===== src/rtl/data_memory_sync_if.sv =====
// Request/response bundle between a MEM-stage master and data_memory_sync.
// Handshake: a request (d_re and/or d_we with d_addr/d_be/d_wdata) is sampled on
// every rising clk edge while d_busy is low; there is no back-pressure, so the
// master must treat d_busy as "not ready" and expect dropped requests while it
// is high. d_valid/d_err are one-cycle responses to the request sampled one
// edge earlier.
interface data_memory_sync_if #(
    parameter int DW = 16
);
    logic [15:0]     d_addr;
    logic            d_re;
    logic            d_we;
    logic [DW/8-1:0] d_be;
    logic [DW-1:0]   d_wdata;
    logic [DW-1:0]   d_dataout;
    logic            d_valid;
    logic            d_err;
    logic            d_busy;

    modport master (
        output d_addr, d_re, d_we, d_be, d_wdata,
        input  d_dataout, d_valid, d_err, d_busy
    );

    modport slave (
        input  d_addr, d_re, d_we, d_be, d_wdata,
        output d_dataout, d_valid, d_err, d_busy
    );
endinterface


===== src/rtl/data_memory_sync.sv =====
// Clocked data memory for the MEM stage: DEPTH x DW words, byte strobes,
// registered 1-cycle read, write-first on same-index read/write, range
// checking instead of aliasing, and a reset-time sweep that loads the
// array with the ALU test vectors (or zeros).
module data_memory_sync #(
    parameter int DW      = 16,
    parameter int DEPTH   = 16,
    parameter int PRELOAD = 1
) (
    input  logic                 clk,
    input  logic                 r_st,
    data_memory_sync_if.slave    bus,
    output logic                 dbg_state   // 0: INIT sweep, 1: READY
);
    localparam int AW = $clog2(DEPTH);
    localparam int NB = DW / 8;
    localparam logic [16:0] DEPTH_L = 17'(DEPTH);
    localparam logic [AW-1:0] LAST_IDX = AW'(DEPTH - 1);

    typedef enum logic {
        ST_INIT  = 1'b0,
        ST_READY = 1'b1
    } state_t;

    state_t          state_q, state_d;
    logic [AW-1:0]   ptr_q, ptr_d;
    logic            busy_q, busy_d;
    logic [DW-1:0]   dataout_q, dataout_d;
    logic            valid_q, valid_d;
    logic            err_q, err_d;

    logic [DW-1:0]   mem_q [DEPTH];

    logic            mem_we;
    logic [AW-1:0]   mem_idx;
    logic [DW-1:0]   mem_wdata;

    logic [AW-1:0]   req_idx;
    logic            req_oor;
    logic [DW-1:0]   old_word;
    logic [DW-1:0]   merged_word;

    // Value the sweep loads into word idx.
    function automatic logic [DW-1:0] preload_word(input logic [AW-1:0] idx);
        logic [DW-1:0] w;
        w = '0;
        if (PRELOAD != 0) begin
            case (idx)
                AW'(0):  w = DW'(16'h3c00);
                AW'(1):  w = DW'(16'hffff);
                AW'(2):  w = DW'(16'h3cab);
                AW'(3):  w = DW'(16'haaaa);
                default: w = '0;
            endcase
        end
        return w;
    endfunction

    // Address decode and byte-strobe merge of the addressed word.
    always_comb begin
        req_idx     = bus.d_addr[AW-1:0];
        req_oor     = ({1'b0, bus.d_addr} >= DEPTH_L);
        old_word    = mem_q[req_idx];
        merged_word = old_word;
        for (int i = 0; i < NB; i++) begin
            if (bus.d_be[i]) begin
                merged_word[8*i +: 8] = bus.d_wdata[8*i +: 8];
            end
        end
    end

    // Next-state logic: init sweep, then request servicing in READY.
    always_comb begin
        state_d   = state_q;
        ptr_d     = ptr_q;
        busy_d    = busy_q;
        dataout_d = dataout_q;
        valid_d   = 1'b0;
        err_d     = 1'b0;
        mem_we    = 1'b0;
        mem_idx   = ptr_q;
        mem_wdata = preload_word(ptr_q);

        case (state_q)
            ST_INIT: begin
                // Requests are ignored while sweeping.
                mem_we = 1'b1;
                ptr_d  = ptr_q + AW'(1);
                if (ptr_q == LAST_IDX) begin
                    state_d = ST_READY;
                    busy_d  = 1'b0;
                end
            end
            ST_READY: begin
                if (bus.d_re || bus.d_we) begin
                    if (req_oor) begin
                        dataout_d = '0;
                        err_d     = 1'b1;
                        valid_d   = bus.d_re;
                    end else begin
                        if (bus.d_we) begin
                            mem_we    = 1'b1;
                            mem_idx   = req_idx;
                            mem_wdata = merged_word;
                        end
                        if (bus.d_re) begin
                            // Write-first: a same-cycle write is visible in the read data.
                            dataout_d = bus.d_we ? merged_word : old_word;
                            valid_d   = 1'b1;
                        end
                    end
                end
            end
            default: begin
                state_d = ST_INIT;
                ptr_d   = '0;
                busy_d  = 1'b1;
            end
        endcase
    end

    // Control and output registers, asynchronously reset into the sweep.
    always_ff @(posedge clk or negedge r_st) begin
        if (!r_st) begin
            state_q   <= ST_INIT;
            ptr_q     <= '0;
            busy_q    <= 1'b1;
            dataout_q <= '0;
            valid_q   <= 1'b0;
            err_q     <= 1'b0;
        end else begin
            state_q   <= state_d;
            ptr_q     <= ptr_d;
            busy_q    <= busy_d;
            dataout_q <= dataout_d;
            valid_q   <= valid_d;
            err_q     <= err_d;
        end
    end

    // Storage array: synchronous write only, never touched by the async reset.
    always_ff @(posedge clk) begin
        if (mem_we && r_st) begin
            mem_q[mem_idx] <= mem_wdata;
        end
    end

    assign bus.d_dataout = dataout_q;
    assign bus.d_valid   = valid_q;
    assign bus.d_err     = err_q;
    assign bus.d_busy    = busy_q;
    assign dbg_state     = (state_q == ST_READY);
endmodule

===== src/flat_wrapper.sv =====
// flat-port wrapper written by rule: the top's interface ports become plain ports
module data_memory_sync_flat 
#(
    parameter int DW      = 16,
    parameter int DEPTH   = 16,
    parameter int PRELOAD = 1
)
  (clk, r_st, dbg_state, bus_d_addr, bus_d_re, bus_d_we, bus_d_be, bus_d_wdata, bus_d_dataout, bus_d_valid, bus_d_err, bus_d_busy);
  data_memory_sync_if #(.DW(DW)) bus_i ();
  input  logic clk;
  input  logic r_st;
  output logic dbg_state;
  input wire logic [$bits(bus_i.d_addr)-1:0] bus_d_addr;
  input wire logic [$bits(bus_i.d_re)-1:0] bus_d_re;
  input wire logic [$bits(bus_i.d_we)-1:0] bus_d_we;
  input wire logic [$bits(bus_i.d_be)-1:0] bus_d_be;
  input wire logic [$bits(bus_i.d_wdata)-1:0] bus_d_wdata;
  output wire logic [$bits(bus_i.d_dataout)-1:0] bus_d_dataout;
  output wire logic [$bits(bus_i.d_valid)-1:0] bus_d_valid;
  output wire logic [$bits(bus_i.d_err)-1:0] bus_d_err;
  output wire logic [$bits(bus_i.d_busy)-1:0] bus_d_busy;
  assign bus_i.d_addr = bus_d_addr;
  assign bus_i.d_re = bus_d_re;
  assign bus_i.d_we = bus_d_we;
  assign bus_i.d_be = bus_d_be;
  assign bus_i.d_wdata = bus_d_wdata;
  assign bus_d_dataout = bus_i.d_dataout;
  assign bus_d_valid = bus_i.d_valid;
  assign bus_d_err = bus_i.d_err;
  assign bus_d_busy = bus_i.d_busy;
  data_memory_sync #(.DW(DW), .DEPTH(DEPTH), .PRELOAD(PRELOAD)) u_core (.clk(clk), .r_st(r_st), .bus(bus_i), .dbg_state(dbg_state));
endmodule

===== config.mk =====
export PLATFORM = sky130hd
export DESIGN_NAME = data_memory_sync_flat
export DESIGN_NICKNAME = d
export VERILOG_FILES = /design/src/rtl/data_memory_sync_if.sv /design/src/rtl/data_memory_sync.sv /design/src/flat_wrapper.sv
export SDC_FILE = /design/constraint.sdc
export NUM_CORES = 1
export LEC_CHECK = 0
export ABC_CLOCK_PERIOD_IN_PS = 2590
export BUFFER_PORTS_ARGS = -buffer_cell sky130_fd_sc_hd__buf_2
export CORE_ASPECT_RATIO = 0.7
export CORE_MARGIN = 2
export CORE_UTILIZATION = 55
export CTS_CLUSTER_DIAMETER = 30
export DETAILED_ROUTE_END_ITERATION = 16
export GPL_TIMING_DRIVEN = 0
export PLACE_DENSITY = 0.85
export SLEW_MARGIN = 5
export SYNTH_ARGS = -nofsm -noshare
export SYNTH_HDL_FRONTEND = slang
export SYNTH_SLANG_ARGS = --single-unit

===== constraint.sdc =====
create_clock -name clk -period 2.59 [get_ports clk]
set_input_delay 0.1295 -clock clk [delete_from_list [all_inputs] [get_ports clk]]
set_output_delay 0.1295 -clock clk [all_outputs]
set_load 0.03 [all_outputs]

---- Word-level counts from Yosys, hierarchy flattened ----
Memories as Yosys holds them, arrays and structs flattened.
Index checks and enable logic that the tools add are counted.
operators by class
  reductions and logical operators ........ 6
  order comparisons ....................... 1
  bitwise operators ....................... 1
  eq/ne operators ......................... 4
  mux-type cells .......................... 29
  add/subtract/negate cells ............... 1
operators by type and width
  kind                   number
  $mux W16               7
  $pmux W16 S4           1
  $ge A16 B5 Y1 const B  1
  $mux W4                4
  $mux W8                2
  $mux W1                14
  $eq A4 B2 Y1 const B   2
  $add A4 B1 Y4 const B  1
  $eq A4 B1 Y1 const B   1
  $eq A4 B4 Y1 const B   1
  $logic_not A4 Y1       1
  $reduce_and A3 Y1      1
  $pmux W1 S2            1
  $reduce_and A2 Y1      1
  $reduce_bool A2 Y1     1
  $logic_and A1 B1 Y1    1
  $logic_or A1 B1 Y1     1
  $not A1 Y1             1
word-level totals
  bits of input ports ..................... 38
  register bits after elaboration ......... 24
  memories kept ........................... 1
  memory bits (writable) .................. 256
  output and inout port bits .............. 20
memories
  memory        depth  bits a word  read ports  clocked after memory_dff  wr ports  line                    source
  u_core.mem_q  16     16           1           0                         1         data_memory_sync.sv:32  logic [DW-1:0] mem_q [DEPTH];

---- Depth between registers and ports, before layout ----
  depth in word-level cells ............... 7
  mapped depth ............................ 8

---- Worst setup path before layout ----
Ideal clock, no wire load.
  kind .................................... register to register
  start ................................... reg u_core.state_q, in the netlist u_core.dbg_state
  end ..................................... mem u_core.mem_q[0][1] (data pin)
  required time ........................... 2,171 ps
  data arrival time ....................... 2,395 ps
  setup slack ............................. -224 ps
  stages on the path, launching flop included .. 5
  cell sequence ........................... dfrtp_1 > nand2_1 > nand4b_1 > buf_2 > o311ai_0
on the way
  word-level cells in the longest chain between the ends .. 1
ends and longest elaborated chain
  what                           line                     source
  start: declaration             data_memory_sync.sv:25   state_t state_q, state_d;
  start signal: assignment       data_memory_sync.sv:132  state_q <= state_d;
  $mux W16                       data_memory_sync.sv:84   case (state_q)
  named net u_core.mem_wdata[1]  data_memory_sync.sv:36   logic [DW-1:0] mem_wdata;
  end: declaration               data_memory_sync.sv:32
The timed path passes the listed nets, and every way through them passes these cells.

---- Final worst setup path ----
  start ................................... reg u_core.state_q, in the netlist u_core.dbg_state
  end ..................................... mem u_core.mem_q[8][5] (data pin)
Same word-level chain as after synthesis.

==> impl_results.rst <==
.. list-table::
   :header-rows: 1

   * - Metric
     - Value
   * - Cell variety after synth
     - 50
   * - Setup repair after global routing missed its margin
     - yes
   * - Remaining DRCs
     - 0
   * - Yosys top cell area share
     - 0.675
   * - CTS H-tree lvls
     - 2
   * - CTS clock-pin slew for the worst setup and hold paths
     - 0.06 ns
   * - Std cell rows
     - 44
   * - Area growth, synth to finish
     - 23.9%
   * - Final Total Pwr
     - 10,500 µW
   * - Primary flip-flop cell chosen by synthesis mapping
     - sky130_fd_sc_hd__edfxtp_1
   * - Final setup viols
     - 20
   * - Cell types occupying the most area after synthesis
     - sky130_fd_sc_hd__edfxtp_1, sky130_fd_sc_hd__mux4_2, sky130_fd_sc_hd__dfrtp_1, sky130_fd_sc_hd__mux2_2, sky130_fd_sc_hd__nor2_1
   * - Die Height
     - 124 µm
   * - Area occupied by multi-input gates
     - 0.00313 mm²
   * - Pins Over Slew Limit
     - 0
   * - Placer congestion estimate
     - 0.929
   * - Hold Violations, Final
     - 0
   * - CTS root buf
     - sky130_fd_sc_hd__clkbuf_16
   * - Required time of the critical path
     - 2.74 ns
   * - Post-detailed-placement cell area
     - 0.0123 mm²
   * - Post-DP HPWL
     - 19,300 µm
   * - Number of clock sinks
     - 280
   * - Sequential group share of total power
     - 0.462
   * - Mux share of post-synthesis cell area
     - 0.128
   * - Number of DRC markers after the initial detailed-route iteration
     - 1,137
   * - Number of buffer and inverter stages on the critical path
     - 1
   * - Maximum number of pins on one net before global-route repair
     - 29
   * - Length of routed met2 wiring
     - 14,800 µm
   * - Cell-internal power
     - 8300 µW
   * - Clock group share of total power
     - 0.497
   * - Core occupancy in the finished layout
     - 0.687
   * - Cell leakage power
     - 0.00489 µW
   * - Reported max-cap violation count
     - 0
   * - Worst-Margin Slew
     - 1.10 ns
   * - Number of enable-type register cells in the synthesized netlist
     - 256
   * - Status
     - complete, but fails checks
   * - Ys Warns
     - 0
   * - Layout cell share with drive strength beyond 1
     - 0.374
   * - Combined flip-flop and latch cell area
     - 0.00829 mm²
   * - Via count of the first global-routing pass
     - 7,208
   * - Gate power share
     - 0.041
   * - Category of the worst setup path capture point
     - flop
   * - Highest Clock Rate
     - 385 MHz
   * - Switching part of the total
     - 0.213
   * - Crit path launch type
     - flop
   * - Worst slew margin
     - 0.258
   * - Max IR drop VDD
     - 0.551 mV
   * - Synthesized netlist cell count
     - 615
   * - Compound-gate portion of the synthesized area
     - 0.0677
   * - CP max stage cell
     - sky130_fd_sc_hd__o311ai_2
   * - Part of the cycle the worst path needs
     - 1.00
   * - Adder-cell area share of the yosys netlist
     - 0.00439
   * - Post-route antenna net violation count
     - 0
   * - Number of buffers created by CTS
     - 38
   * - Delay of the slowest cell on the worst path
     - 0.96 ns
   * - Total Routing Usage GR
     - 0.282
   * - Nets
     - 798
   * - Post-route cell area
     - 0.0141 mm²
   * - Global-route wire length before repair
     - 44,600 µm
   * - Crit path kind
     - flop to flop
   * - Final setup TNS
     - -0.0724 ns
   * - Power density over cell area
     - 747 mW/mm²
   * - Crit path DAT
     - 2.75 ns
   * - Average vias per placed instance
     - 6.66
   * - Port Buffers
     - 54
   * - Met1 layer wirelength in the final routing
     - 10,800 µm
   * - Cell type with the highest aggregate area in the netlist
     - sky130_fd_sc_hd__edfxtp_1
   * - Initial core utilization
     - 0.555
   * - Overall via count from detail_route
     - 7,075
   * - Largest fanout on the critical path
     - 16
   * - Number of filler cells placed in the layout
     - 1,220
   * - Classification of the worst-slack hold path
     - primary input to async pin
   * - Sequential fraction of the synthesis area
     - 0.728
   * - Initial antenna violation count
     - 0
   * - 1st-pass router iterations
     - 6
   * - Ys async rst share
     - 0.0857
   * - Final setup margin
     - -0.0102 ns
   * - Post-synthesis average cell area
     - 18.5 µm²
   * - Number of synthesized register bits
     - 280
   * - Failing checks
     - negative setup slack
   * - Combinational family with the most area after synthesis
     - multiplexers
   * - Clock latency on the worst-skew pair
     - 0.51 ns
   * - Net load switching power
     - 2240 µW
   * - Total congestion overflow after global routing
     - 0
   * - Xor and xnor fraction of the mapped netlist area
     - 0.00231
   * - Largest delay share family, worst path
     - compound AO/OA/AOI/OAI gates
   * - Total wire length after detailed routing
     - 30,800 µm
   * - Post-synthesis instance area
     - 0.0114 mm²
   * - Core area
     - 0.0205 mm²
   * - Minimum clock period
     - 2.60 ns
   * - Most frequent cell after synthesis
     - sky130_fd_sc_hd__edfxtp_1
   * - Top layer reached by signal wires
     - met4
   * - Detailed-routed wire length on met3
     - 3940 µm
   * - Total Die Area
     - 0.0219 mm²
   * - Horizontal die dimension
     - 176 µm
   * - Post-synth net total
     - 657
   * - Number of buffers on the longest clock path
     - 3
   * - Boundary pin count
     - 58
   * - WL/cell
     - 28.9 µm
   * - Placed cell count
     - 963
   * - Most frequent cells after synthesis
     - sky130_fd_sc_hd__edfxtp_1, sky130_fd_sc_hd__mux4_2, sky130_fd_sc_hd__nor2_1
   * - Cell-by-cell listing of the critical path
     - nand2_1, nand4b_1, buf_2, o311ai_2
   * - Simple-gate share of the synthesized area
     - 0.0506
   * - Number of non-filler instances in the completed layout
     - 1,063
   * - TritonCTS clock tree
     - built
   * - Maximum clock skew at final layout
     - 0.0161 ns
[final timing paths]
path | start | to | slack, ns | cells after the start
setup / recovery | u_core.dbg_state | u_core.mem_q[8][5] | -0.01 | 4
hold / removal | r_st | u_core.bus.d_dataout[15] | 0.16 | 2
setup reg to reg | u_core.dbg_state | u_core.mem_q[8][5] | -0.01 | 4
hold reg to reg | u_core.bus.d_busy | u_core.bus.d_busy | 0.47 | 1
max in group asynchronous | r_st | u_core.bus.d_busy | 2.05 | 2
min in group clk | bus_d_addr[2] | u_core.bus.d_dataout[0] | 0.27 | 5
[power by group through the flow]
stage | Clock (µW) | Combinational [µW] | Sequential (µW)
after CTS | 5270 | 421 | 4870
after global routing | 5470 | 455 | 4860
after global placement | 0 | 376 | 4960
after floorplan | 0 | 245 | 4960
final | 5240 | 433 | 4870
after detailed placement | 0 | 388 | 4960
[through the flow]
| stage | setup WS (ns) | hold WS (ns) |
|---|---|---|
| finish | -0.0102 | 0.162 |
| global route | -0.143 | 0.192 |
| CTS | -0.109 | 0.240 |
| detailed placement | -0.930 | 0.234 |
| global placement | -1.27 | 0.208 |
| floorplan | -0.224 | -0.166 |
[cell families after synthesis]
group,after synthesis
DFF,280
adders and majority gates,4
xor gates and xnor gates,3
buffers and inverters,38
and+or+nand+nor,110
muxes,77
AOI/OAI and AO/OA,103
[what timing repair did]
action | in CTS | in global routing
buffers inserted | 0 | 10
pin swaps | 0 | 6
gates resized for setup | 24 | 21
hold endpoints to repair | 40 | 0
endpoints found under the setup margin | 270 | 384
hold buffers | 19 | 0
[per-layer routing]
layer / global-route usage / vias to the layer above
li1: - / 2835
met1: 0.379 / 3543
met2: 0.439 / 579
met3: 0.0879 / 118
met4: 0.105 / 0
met5: 0 / -
[cell type report]
type                    instances  area share
flip-flops and latches        280       0.588
multi-input cells             297       0.222
clock buffers                  48      0.0746
repair buffers                101      0.0585
well taps                     276      0.0245
clock inverters                22      0.0174
plain buffers                  33      0.0145
inverters                       5     0.00133
diodes                          1    0.000177
[sequential cells by signal, indices dropped and copies added (netlist names)]
name	cells
u_core.mem_q	256
u_core.bus.d_dataout	16
u_core.ptr_q	4
u_core.bus.d_busy	1
u_core.bus.d_err	1
u_core.bus.d_valid	1
u_core.dbg_state	1
[layout by cell type, fill, tap and decap left out, drive strengths merged, types with 2 or more instances in the layout]
cell	Yosys	layout
o21ai	21	21
nand2b	2	2
a21oi	9	9
clkbuf	13	62
buf	20	101
clkinv	0	6
nor4	3	3
nor2b	7	7
dfrtp	23	23
a22o	14	14
nor3b	9	9
nand3b	5	5
xnor2	3	3
nor3	7	7
inv	5	13
clkinvlp	0	5
a211oi	5	5
bufinv	0	3
a221oi	6	6
o22ai	13	13
o221ai	6	6
dlygate4sd3	0	19
nand3	15	15
a22oi	16	16
mux4	52	52
ha	4	4
mux2	25	25
edfxtp	256	256
a31oi	5	5
nand2	22	22
o311ai	4	4
nor2	34	34
Note: power is estimated with default switching activity, not from simulation.
